==> config.mk <==
export PLATFORM = sky130hd
export DESIGN_NAME = mm_job_seq
export DESIGN_NICKNAME = d
export VERILOG_FILES = /design/src/rtl/mm_job_seq_pkg.sv /design/src/rtl/mm_skid_buf.sv /design/src/rtl/mm_job_seq.sv
export SDC_FILE = /design/constraint.sdc
export NUM_CORES = 1
export LEC_CHECK = 0
export ABC_CLOCK_PERIOD_IN_PS = 3350
export BUFFER_PORTS_ARGS = -buffer_cell sky130_fd_sc_hd__buf_2
export CAP_MARGIN = 20
export CORE_ASPECT_RATIO = 1.2
export CORE_UTILIZATION = 28
export DETAILED_ROUTE_END_ITERATION = 6
export GPL_ROUTABILITY_DRIVEN = 0
export GPL_TIMING_DRIVEN = 0
export PLACE_DENSITY = 0.46
export SLEW_MARGIN = 40
export SYNTH_ARGS = -nofsm -noshare
export SYNTH_HDL_FRONTEND = slang
export SYNTH_SLANG_ARGS = --single-unit
==> constraint.sdc <==
create_clock -name clk -period 3.35 [get_ports clk]
set_input_delay 0.1675 -clock clk [delete_from_list [all_inputs] [get_ports clk]]
set_output_delay 0.1675 -clock clk [all_outputs]
set_load 0.01 [all_outputs]
==> src/rtl/mm_job_seq_pkg.sv <==
// Shared definitions for the matrix-multiply job sequencer: state encoding and width helpers.
package mm_job_seq_pkg;

  typedef enum logic [2:0] {
    StIdle    = 3'd0,
    StLoadA   = 3'd1,
    StLoadB   = 3'd2,
    StStart   = 3'd3,
    StCompute = 3'd4,
    StDrain   = 3'd5
  } state_e;

  function automatic int unsigned aw_width(input int unsigned dim);
    return (dim > 1) ? $clog2(dim) : 1;
  endfunction

  function automatic int unsigned cw_width(input int unsigned dim, input int unsigned dw);
    return 2 * dw + $clog2(dim);
  endfunction

endpackage

==> src/rtl/mm_skid_buf.sv <==
// Two-entry skid buffer: registered head, simultaneous push/pop keeps occupancy unchanged.
module mm_skid_buf #(
  parameter int unsigned W = 17
) (
  input  logic         clk,
  input  logic         reset,
  input  logic         push,
  input  logic [W-1:0] push_data,
  input  logic         pop,
  output logic [1:0]   count,
  output logic [W-1:0] head
);

  logic [W-1:0] mem0_q, mem1_q;
  logic         pop_ok, push_ok;

  assign pop_ok  = pop && (count != 2'd0);
  assign push_ok = push && ((count != 2'd2) || pop_ok);
  assign head    = mem0_q;

  always_ff @(posedge clk or posedge reset) begin
    if (reset) begin
      mem0_q <= '0;
      mem1_q <= '0;
      count  <= 2'd0;
    end else begin
      case ({push_ok, pop_ok})
        2'b10: begin
          if (count == 2'd0) mem0_q <= push_data;
          else               mem1_q <= push_data;
          count <= count + 2'd1;
        end
        2'b01: begin
          mem0_q <= mem1_q;
          count  <= count - 2'd1;
        end
        2'b11: begin
          if (count == 2'd1) begin
            mem0_q <= push_data;
          end else begin
            mem0_q <= mem1_q;
            mem1_q <= push_data;
          end
        end
        default: ;
      endcase
    end
  end

endmodule

==> src/rtl/mm_job_seq.sv <==
// Job sequencer: loads A and B, starts the engine, waits for done, then drains C as a stream.
module mm_job_seq import mm_job_seq_pkg::*; #(
  parameter int unsigned DIM = 8,
  parameter int unsigned DW  = 8,
  parameter int unsigned AW  = aw_width(DIM),
  parameter int unsigned CW  = cw_width(DIM, DW),
  parameter int unsigned TMO = DIM * DIM * DIM + 16
) (
  input  logic          clk,
  input  logic          reset,
  input  logic          cmd_valid,
  output logic          cmd_ready,
  input  logic          in_valid,
  output logic          in_ready,
  input  logic [DW-1:0] in_data,
  output logic          A_wen,
  output logic          B_wen,
  output logic [AW-1:0] wr_i,
  output logic [AW-1:0] wr_j,
  output logic [DW-1:0] wr_data,
  output logic          load_mem,
  output logic          start,
  input  logic          done,
  output logic          C_ren,
  output logic [AW-1:0] C_ri,
  output logic [AW-1:0] C_rj,
  input  logic [CW-1:0] C_rdata,
  output logic          out_valid,
  input  logic          out_ready,
  output logic [CW-1:0] out_data,
  output logic          busy,
  output logic          err
);

  localparam int unsigned   TW       = (TMO > 1) ? $clog2(TMO) : 1;
  localparam logic [AW-1:0] Last     = AW'(DIM - 1);
  localparam logic [TW-1:0] TmoLast  = TW'(TMO - 1);

  state_e        state;
  logic [AW-1:0] i_q, j_q, i_nxt, j_nxt;
  logic [TW-1:0] tmo_q;
  logic          in_flight_q, all_issued_q, err_q;
  logic [1:0]    occ;
  logic [2:0]    pending;
  logic          beat, pop, issue, ij_last, drain_done;

  assign cmd_ready = (state == StIdle);
  assign in_ready  = (state == StLoadA) || (state == StLoadB);
  assign load_mem  = in_ready;
  assign start     = (state == StStart);
  assign busy      = (state != StIdle);
  assign err       = err_q;
  assign beat      = in_valid && in_ready;
  assign A_wen     = beat && (state == StLoadA);
  assign B_wen     = beat && (state == StLoadB);
  assign wr_i      = i_q;
  assign wr_j      = j_q;
  assign wr_data   = in_data;
  assign C_ri      = i_q;
  assign C_rj      = j_q;
  assign out_valid = (occ != 2'd0);
  assign pop       = out_valid && out_ready;
  assign ij_last   = (i_q == Last) && (j_q == Last);

  // Slot freed by this cycle's pop counts as available, so a full-rate stream never bubbles.
  assign pending    = {1'b0, occ} + {2'b0, in_flight_q} - {2'b0, pop};
  assign issue      = (state == StDrain) && !all_issued_q && (pending < 3'd2);
  assign C_ren      = issue;
  assign drain_done = (state == StDrain) && all_issued_q && !in_flight_q &&
                      ((occ == 2'd0) || ((occ == 2'd1) && pop));

  always_comb begin
    j_nxt = (j_q == Last) ? '0 : j_q + 1'b1;
    i_nxt = i_q;
    if (j_q == Last) i_nxt = (i_q == Last) ? '0 : i_q + 1'b1;
  end

  always_ff @(posedge clk or posedge reset) begin
    if (reset) begin
      state        <= StIdle;
      i_q          <= '0;
      j_q          <= '0;
      tmo_q        <= '0;
      in_flight_q  <= 1'b0;
      all_issued_q <= 1'b0;
      err_q        <= 1'b0;
    end else begin
      in_flight_q <= issue;
      unique case (state)
        StIdle: begin
          if (cmd_valid) begin
            state <= StLoadA;
            err_q <= 1'b0;
            i_q   <= '0;
            j_q   <= '0;
          end
        end
        StLoadA, StLoadB: begin
          if (beat) begin
            i_q <= i_nxt;
            j_q <= j_nxt;
            if (ij_last) state <= (state == StLoadA) ? StLoadB : StStart;
          end
        end
        StStart: begin
          state <= StCompute;
          tmo_q <= '0;
        end
        StCompute: begin
          if (done) begin
            state        <= StDrain;
            i_q          <= '0;
            j_q          <= '0;
            all_issued_q <= 1'b0;
          end else if (tmo_q == TmoLast) begin
            err_q <= 1'b1;
            state <= StIdle;
          end else begin
            tmo_q <= tmo_q + 1'b1;
          end
        end
        StDrain: begin
          if (issue) begin
            i_q <= i_nxt;
            j_q <= j_nxt;
            if (ij_last) all_issued_q <= 1'b1;
          end
          if (drain_done) state <= StIdle;
        end
        default: state <= StIdle;
      endcase
    end
  end

  mm_skid_buf #(
    .W (CW)
  ) u_skid (
    .clk       (clk),
    .reset     (reset),
    .push      (in_flight_q),
    .push_data (C_rdata),
    .pop       (pop),
    .count     (occ),
    .head      (out_data)
  );

endmodule

==> results.ini, run 1 <==
[layout]
insertedDiodeCount=0
area_delta_synth_final_pct=28.1
final_common_cell=buf_2
drive_gt1_share_pct=36.5
fin_cells=560
layout.nets=441
stdcell_area_sq_mm=0.00422
layout_common_cells=76 x buf_2, 61 x dfrtp_1, 31 x a21oi_1

[floorplanning]
dieArea_sq_mm=0.0122
start_util_pct=28.6
die_h_microns=121
core-area_sq_mm=0.0115
die_width_microns=101
num_rows=43
design.portCount=82

[sta]
fmax_mhz=315
hold_viol=0
min_period_over_period_pct=94.9
period_needed_ns=3.18
setup_ws_ns=0.172
worst_slew_pin_slew_ns=0.588
finalSetupViolations=0
relSlewSlack_pct=60.8
fin_setup_tns_ns=0
rsz0062_at_grt=no
skew_ns=0.00436
drv_slew=0

[min_path]
hold_path.class=input port to register
hp-start=cmd_valid
worstHoldPathCells=2

[synth]
seq_area_frac_synth_pct=47.1
synth_nets=354
synth_area_sq_mm=0.00330
yosysWarnings=0
ys_seq_elements=62
yosysTopAreaCell=dfrtp_1
avgSynthCellArea_sq_um=10.6
synth_cells=311
synth_top_area_share_pct=47.1
synth.distinct_cells=51
synth_flop_cell=dfrtp_1
async_flop_share_pct=100
synth-edff-count=0
synth.area.top_cells=dfrtp_1 47%, mux2i_1 7.6%, mux2_2 6.8%

[critical_path]
required_ns=3.18
worst-path-buf-inv=3
worst_setup_path_start_kind=register
worstPathMaxFanout=6
cp_slowest_stage_delay_ns=0.43
r2r-start=u_skid.count[1]
path_delay_family=simple AND/OR/NAND/NOR gates
cp.arrival_ns=3.01
startpoint=u_skid.count[1]
path_class=register to output pin
end_kind=output pin
crit_chain=inv_1, ha_1, nand2b_2, inv_1, ha_1, nand2b_1, fa_1, xor2_1, nor4b_2, and2_1, buf_2
crit_path_top_delay_cell=dfrtp_2
crit_cells=11
r2r_cells=12

[cts]
cts_tree=built
clock_latency_ns=0.33
clkSinkCount=62
cts_root_buf=clkbuf_16
clockBufferDepth=2
numCtsBuffers=9
htree_levels=3
clk_pin_slew_ns=0.05

[pwr]
power_mw=3.68
p_per_area_mw_per_mm2=871
p_leak_nw=2.05
max-vdd-ir-drop_v=0.000371

[routing]
wl_microns=7550
routed_via_density=4.67
detail-route-antenna-nets=0
vias=2617
drc=0
avgRoutedWirePerCell_microns=13.5
drtPass1Iterations=4
drtIter0Drc=76

[global_route]
grt_max_degree=33
grt_overflow=0
grt_first_pass_wirelength_microns=12600
track_usage_pct=13.4
grt_pass1_vias=2548
antenna_found_initial=0

[placed_design]
dpl.cell_count=542
dp_slack_ns=-0.0902
io_buffer_count=73
dp_hpwl_microns=5270
postPlaceCellArea_sq_mm=0.00388

[job]
drv_cap=0

[run_status]
outcome=finished clean

-- area by class of cell --
type                    instances  area, sq um
plain buffers                  29          203
clock inverters                 6         86.3
multi-input cells             203         1490
fillers                      1216         7290
clock buffers                  10          229
inverters                      17         66.3
repair buffers                 76          403
well taps                     157          196
flip-flops and latches         62         1550
-- power breakdown --
part | switching [mW] | internal, mW
Sequential | 0.161 | 1.04
Clock | 0.342 | 0.650
Combinational | 0.804 | 0.684
Total | 1.31 | 2.37
-- metal layers --
metal | wire, microns | global-route usage [%] | vias up
li1 | - | - | 1265
met1 | 3240 | 16.7 | 1267
met2 | 3760 | 21.9 | 76
met3 | 438 | 3.76 | 9
met4 | 109 | 4.89 | 0
met5 | 0 | 0 | -
-- Yosys cell counts, drive strengths merged (2+ instances only) --
| cell type | count |
|---|---|
| dfrtp | 62 |
| a21oi | 32 |
| nor2 | 27 |
| mux2i | 25 |
| buf | 23 |
| mux2 | 21 |
| inv | 17 |
| nand2 | 15 |
| ha | 9 |
| o21ai | 9 |
| nand3 | 7 |
| clkbuf | 6 |
| o31ai | 6 |
| nand2b | 5 |
| nor4b | 5 |
| or4 | 4 |
| and3 | 3 |
| nand4 | 3 |
| nor4 | 3 |
| o22ai | 3 |
| or3 | 3 |
| o211a | 2 |
| or2 | 2 |
-- registers in the layout, summed over array words and instances (netlist names) --
register	count
state	3
in_flight_q	1
u_skid.mem1_q	19
tmo_q	10
u_skid.head	19
C_rj	3
C_ri	3
u_skid.count	2
err	1
all_issued_q	1
-- per-stage QoR --
stage / hold WS, ns / util (%)
final: 0.0290 / 36.7
after global placement: 0.371 / 33.5
after floorplan: 0.253 / -
after detailed placement: 0.218 / 33.7
after CTS: 0.0175 / 36.6
after global routing: 0.0317 / 36.7
-- cell families after synthesis --
group / after synthesis / synth area share, %
flip-flops: 62 / 47.1
AO/OA/AOI/OAI: 61 / 11.4
AND/OR/NAND/NOR: 84 / 14.1
multiplexers: 46 / 14.8
buffers and inverters: 46 / 8.09
adder cells (fa/ha/maj): 10 / 4.02
XOR/XNOR: 2 / 0.532
-- path summary, 6_finish.rpt --
kind	slack, ns	end
max	0.17	C_ren
min	0.03	err
max reg2reg	0.20	C_rj[0]
min reg2reg	0.50	u_skid.mem1_q[6]
max in group asynchronous	2.43	u_skid.mem1_q[13]
min in group asynchronous	0.40	tmo_q[7]
-- timing repair --
action,CTS,global route
buffers inserted,1,0
endpoints found under the setup margin,2,2
pin swaps,1,0
endpoints found under the hold margin,31,0
hold buffers,1,0
resized for setup,1,2
Note: power is estimated with default switching activity, not from simulation.
==> inputs of run 2 (changes only) <==
Settings changed: CAP_MARGIN 20 to 0, CELL_PAD_IN_SITES_DETAIL_PLACEMENT set to 0, CELL_PAD_IN_SITES_GLOBAL_PLACEMENT set to 1, PLACE_DENSITY 0.46 to 0.57, RECOVER_POWER set to 50.
==> run 2 against run 1 <==
  * Sequential power about the same
  * Sequential share of layout area is 0.12 points lower
  * Register-to-register slack better by 0.13 ns
  * Routed wire length rose by 1.9%
  * Clock power up 5%
  * Combinational power about the same
  * Core utilization increased by 0.12 points
  * Count of clock-buffer cells in the layout unchanged
  * First-iteration DRC count increased by 36%
  * Sequential cell count is the same
  * Largest power group unchanged
==> results.ini, run 2 (synthesized netlist as in run 1, its figures left out) <==
[sta]
worst_slew_pin_slew_ns=1.39  ; +0.802 ns
fmax_mhz=324  ; +3.0%
period_needed_ns=3.08  ; -0.0937 ns
drv_slew=0  ; unchanged
relSlewSlack_pct=6.83  ; -54 points
finalSetupViolations=0  ; unchanged
rsz0062_at_grt=no
skew_ns=0.00510  ; +0.000732 ns
min_period_over_period_pct=92.1  ; -2.8 points
fin_setup_tns_ns=0  ; unchanged
hold_viol=0  ; unchanged

[global_route]
grt_first_pass_wirelength_microns=12700  ; +0.60%
track_usage_pct=13.6  ; +0.20 points
grt_pass1_vias=2498  ; -2.0%
antenna_found_initial=0  ; unchanged
grt_max_degree=33  ; unchanged
grt_overflow=0  ; unchanged

[critical_path]
startpoint=u_skid.count[0]
path_class=register to output pin
required_ns=3.18  ; about the same
r2r-end=C_rj[0]
worst_setup_path_start_kind=register
worstPathMaxFanout=5  ; -1
rrSetupSlack_ns=0.33  ; +0.13 ns
cp.arrival_ns=2.92  ; -0.09 ns
crit_path_end=C_ren
r2r_cells=12  ; unchanged
r2r-start=u_skid.count[0]
end_kind=output pin

[cts]
clockBufferDepth=2  ; unchanged
clk_pin_slew_ns=0.06  ; about the same
cts_tree=built
htree_levels=3  ; unchanged
cts_root_buf=clkbuf_16
numCtsBuffers=9  ; unchanged
clock_latency_ns=0.33  ; about the same
clkSinkCount=62  ; unchanged

[layout]
layout.nets=445  ; +0.91%
final_common_cell=dfrtp_1
layout_common_cells=61 x dfrtp_1, 52 x buf_2, 31 x a21oi_1
fin_util_pct=36.8  ; +0.12 points
nFillCells=1238  ; +1.8%
drive_gt1_share_pct=32.4  ; -4.0 points
area_delta_synth_final_pct=28.5
seq_area_sq_mm=0.00155  ; unchanged
insertedDiodeCount=0  ; unchanged
multiInputGateArea_sq_mm=0.00150  ; +0.84%

[routing]
drtPass1Iterations=4  ; unchanged
drc=0  ; unchanged
wl_microns=7690  ; +1.9%
avgRoutedWirePerCell_microns=13.6  ; +1.1%
drtIter0Drc=103  ; +36%
vias=2605  ; -0.46%
detail-route-antenna-nets=0  ; unchanged
routed_via_density=4.62  ; -1.2%

[job]
drv_cap=0  ; unchanged

[floorplanning]
num_rows=43  ; unchanged
dieArea_sq_mm=0.0122  ; unchanged
design.portCount=82  ; unchanged
die_width_microns=101  ; unchanged
start_util_pct=28.6  ; unchanged
core-area_sq_mm=0.0115  ; unchanged
die_h_microns=121  ; unchanged

[pwr]
p_per_area_mw_per_mm2=885  ; +1.6%
max-vdd-ir-drop_v=0.000309  ; -17%
p_leak_nw=2.00  ; -2.3%

[min_path]
hold_path.class=input port to register

[run_status]
outcome=finished clean

[placed_design]
dp_hpwl_microns=5340  ; +1.2%
io_buffer_count=73  ; unchanged

run 2: per-layer routing:
layer  vias up  GRT usage [%]  part of all wire [%]
met1      1264           16.8                    47
met2        56           22.2                    48
met3         7           3.47                   4.3
met4         0           5.98                   1.5
li1       1278              -                     -
met5         -              0                     0
run 2: critical path, cell delays in order, from the launching register on:
cell,delay (ns)
dfrtp_1,0.40
inv_1,0.12
ha_2,0.22
nand2b_2,0.18
inv_2,0.07
ha_1,0.26
nand2b_1,0.15
fa_1,0.38
xor2_1,0.16
nor4b_2,0.30
and2_4,0.20
buf_2,0.13
run 2: power by group:
part           switching [mW]  total, mW  leakage, nW  internal [mW]
combinational           0.820       1.51         1.07          0.693
clock                   0.361       1.04        0.159          0.676
sequential              0.159       1.20        0.771           1.04
total                    1.34       3.75         2.00           2.41
run 2: worst min-delay path by stage:
| stage | cells after the start | endpoint | slack (ns) | start |
|---|---|---|---|---|
| after global placement | 2 | err | 0.37 | cmd_valid |
| after global routing | 2 | err | 0.02 | cmd_valid |
| after CTS | 2 | err | 0.01 | cmd_valid |
| after floorplan | 1 | err | 0.25 | cmd_valid |
| final | 2 | err | 0.02 | cmd_valid |
| after detailed placement | 2 | u_skid.head[11] | 0.16 | reset |
run 2: area by class of cell:
class	count	area share, %
buffer	29	4.78
clock buffer	10	5.64
clock inverter	6	2.22
inverter	17	1.54
multi-input combinational	203	35.4
sequential	62	36.7
tap	157	4.64
timing repair buffer	80	9.16
run 2: metrics by stage:
step           total power [mW]  setup slack [ns]  area (sq um)  instances  hold WS [ns]
2_1_floorplan              2.23             0.309          3300        311         0.253
3_3_place_gp               2.67           -0.0789          3860        541         0.365
3_5_place_dp               2.70            -0.144          3880        542         0.162
4_1_cts                    3.78          0.000325          4240        560        0.0137
5_1_grt                    4.02            0.0380          4240        564        0.0249
6_report                   3.75             0.266          4240        564        0.0211
run 2: timing repair:
item	in CTS	in global routing
gates resized for setup	1	6
cloned	0	0
hold endpoints to repair	30	0
setup endpoints to repair	4	3
pin swaps	1	2
buffers inserted	1	4
hold buffers	1	0
==> inputs of run 3 (changes only) <==
Settings changed: BUFFER_PORTS_ARGS -buffer_cell sky130_fd_sc_hd__buf_2 to unset, DONT_BUFFER_PORTS set to 1, PLACE_DENSITY 0.57 to 0.49, SKIP_CTS_REPAIR_TIMING set to 1.
==> run 3 against run 2 <==
  * Register-to-register slack worse by 0.11 ns
  * Power is 5.4% lower
  * Non-clock buffer count is 58 lower
  * Core utilization is 1.9 points lower
  * Clock skew is 0.00054 ns higher
  * Design area is 5.1% lower
  * Largest cell class unchanged
  * Global-route usage is 0.20 points higher
  * Critical endpoint unchanged
  * Highest routed layer unchanged
  * Sequential cell count stayed put
  * Worst setup slack worse by 0.063 ns
==> results.ini, run 3 (synthesized netlist as in run 1, its figures left out) <==
[sta]
fmax_mhz=318  ; -2.0%
period_needed_ns=3.15  ; +0.0634 ns
min_period_over_period_pct=94.0  ; +1.9 points
worst_slew_pin_slew_ns=1.22  ; -0.170 ns
hold_viol=0  ; unchanged
finalSetupViolations=0  ; unchanged
fin_setup_tns_ns=0  ; unchanged
skew_ns=0.00563  ; +0.000535 ns
rsz0062_at_grt=no
relSlewSlack_pct=18.2  ; +11 points
drv_slew=0  ; unchanged

[global_route]
grt_overflow=0  ; unchanged
track_usage_pct=13.8  ; +0.20 points
grt_first_pass_wirelength_microns=12600  ; -0.82%
grt_pass1_vias=2417  ; -3.2%
antenna_found_initial=0  ; unchanged
grt_max_degree=39  ; +18%

[floorplanning]
num_rows=43  ; unchanged
design.portCount=82  ; unchanged
core-area_sq_mm=0.0115  ; unchanged
start_util_pct=28.6  ; unchanged
dieArea_sq_mm=0.0122  ; unchanged
die_h_microns=121  ; unchanged
die_width_microns=101  ; unchanged

[cts]
cts_tree=built
clock_latency_ns=0.33  ; about the same
htree_levels=3  ; unchanged
clk_pin_slew_ns=0.06  ; about the same
numCtsBuffers=9  ; unchanged
cts_root_buf=clkbuf_16
clkSinkCount=62  ; unchanged
clockBufferDepth=2  ; unchanged

[routing]
routed_via_density=4.79  ; +3.6%
drtPass1Iterations=4  ; unchanged
avgRoutedWirePerCell_microns=15.4  ; +13%
detail-route-antenna-nets=0  ; unchanged
drtIter0Drc=38  ; -63%
wl_microns=7780  ; +1.2%
drc=0  ; unchanged
vias=2422  ; -7.0%

[critical_path]
required_ns=3.18  ; about the same
r2r-start=u_skid.count[1]
end_kind=output pin
cp.arrival_ns=2.98  ; +0.06 ns
crit_path_end=C_ren
startpoint=u_skid.count[1]
rrSetupSlack_ns=0.22  ; -0.11 ns
path_class=register to output pin
worstPathMaxFanout=6  ; +1
r2r_cells=11  ; -1
r2r-end=C_rj[0]
worst_setup_path_start_kind=register

[layout]
area_delta_synth_final_pct=22.0
insertedDiodeCount=0  ; unchanged
fin_util_pct=34.9  ; -1.9 points
layout.nets=387  ; -13%
stdcell_area_sq_mm=0.00402  ; -5.1%
fin_cells=506  ; -10%
final_common_cell=dfrtp_1
nFillCells=1207  ; -2.5%
layout_common_cells=61 x dfrtp_1, 31 x a21oi_1, 27 x nor2_1
seq_area_sq_mm=0.00155  ; unchanged
multiInputGateArea_sq_mm=0.00149  ; -0.75%
drive_gt1_share_pct=19.2  ; -13 points

[pwr]
p_per_area_mw_per_mm2=881  ; -0.39%
max-vdd-ir-drop_v=0.000384  ; +24%
p_leak_nw=1.78  ; -11%

[placed_design]
io_buffer_count=0  ; -100%
dp_hpwl_microns=5290  ; -0.95%
postPlaceCellArea_sq_mm=0.00352  ; -9.4%
dpl.cell_count=469  ; -13%

[min_path]
hold_path.class=input port to register

[run_status]
outcome=finished clean

[job]
drv_cap=0  ; unchanged

-- run 3: layout make-up --
type / instances / area share, %
Buffer: 29 / 4.29
Clock buffer: 10 / 5.94
Clock inverter: 6 / 2.30
Inverter: 17 / 1.62
Multi-Input combinational cell: 203 / 37.0
Sequential cell: 62 / 38.6
Tap cell: 157 / 4.88
Timing Repair Buffer: 22 / 5.35
-- run 3: critical path, stage by stage, from the launching register on --
cell      delay [ns]
dfrtp_2         0.42
inv_1           0.08
ha_1            0.23
nand2b_2        0.23
inv_1           0.12
ha_1            0.24
nand2b_1        0.15
fa_1            0.37
xor2_1          0.16
nor4b_2         0.36
and2_2          0.27
-- run 3: metrics by stage --
stage	setup WS [ns]	hold slack, ns	power [mW]
2_1_floorplan	0.309	0.253	2.23
3_3_place_gp	-0.0799	0.258	2.51
6_report	0.203	0.0486	3.54
4_1_cts	-0.198	-0.351	3.59
5_1_grt	0.0374	0.0524	3.81
3_5_place_dp	-0.120	0.00891	2.53
-- run 3: worst min path at each step --
stage	start	endpoint	depth (start not counted)
global route	C_rdata[3]	u_skid.head[3]	2
finish	C_rdata[4]	u_skid.head[4]	2
floorplan	cmd_valid	err	1
CTS	reset	tmo_q[6]	1
detailed placement	reset	tmo_q[6]	1
global placement	cmd_valid	err	1
-- run 3: metal layers --
layer  vias up  routed length, microns  track usage, %  share of wire (%)
met3        14                     519            4.74                6.7
met1      1186                    3310            16.2                 42
met2        61                    3810            22.4                 49
met5         -                       0               0                  0
met4         0                     150            6.52                1.9
li1       1161                       -               -                  -
-- run 3: power by group --
group	switching [mW]	internal, mW
clock network	0.357	0.675
registers	0.256	1.04
logic	0.671	0.547
total	1.28	2.26
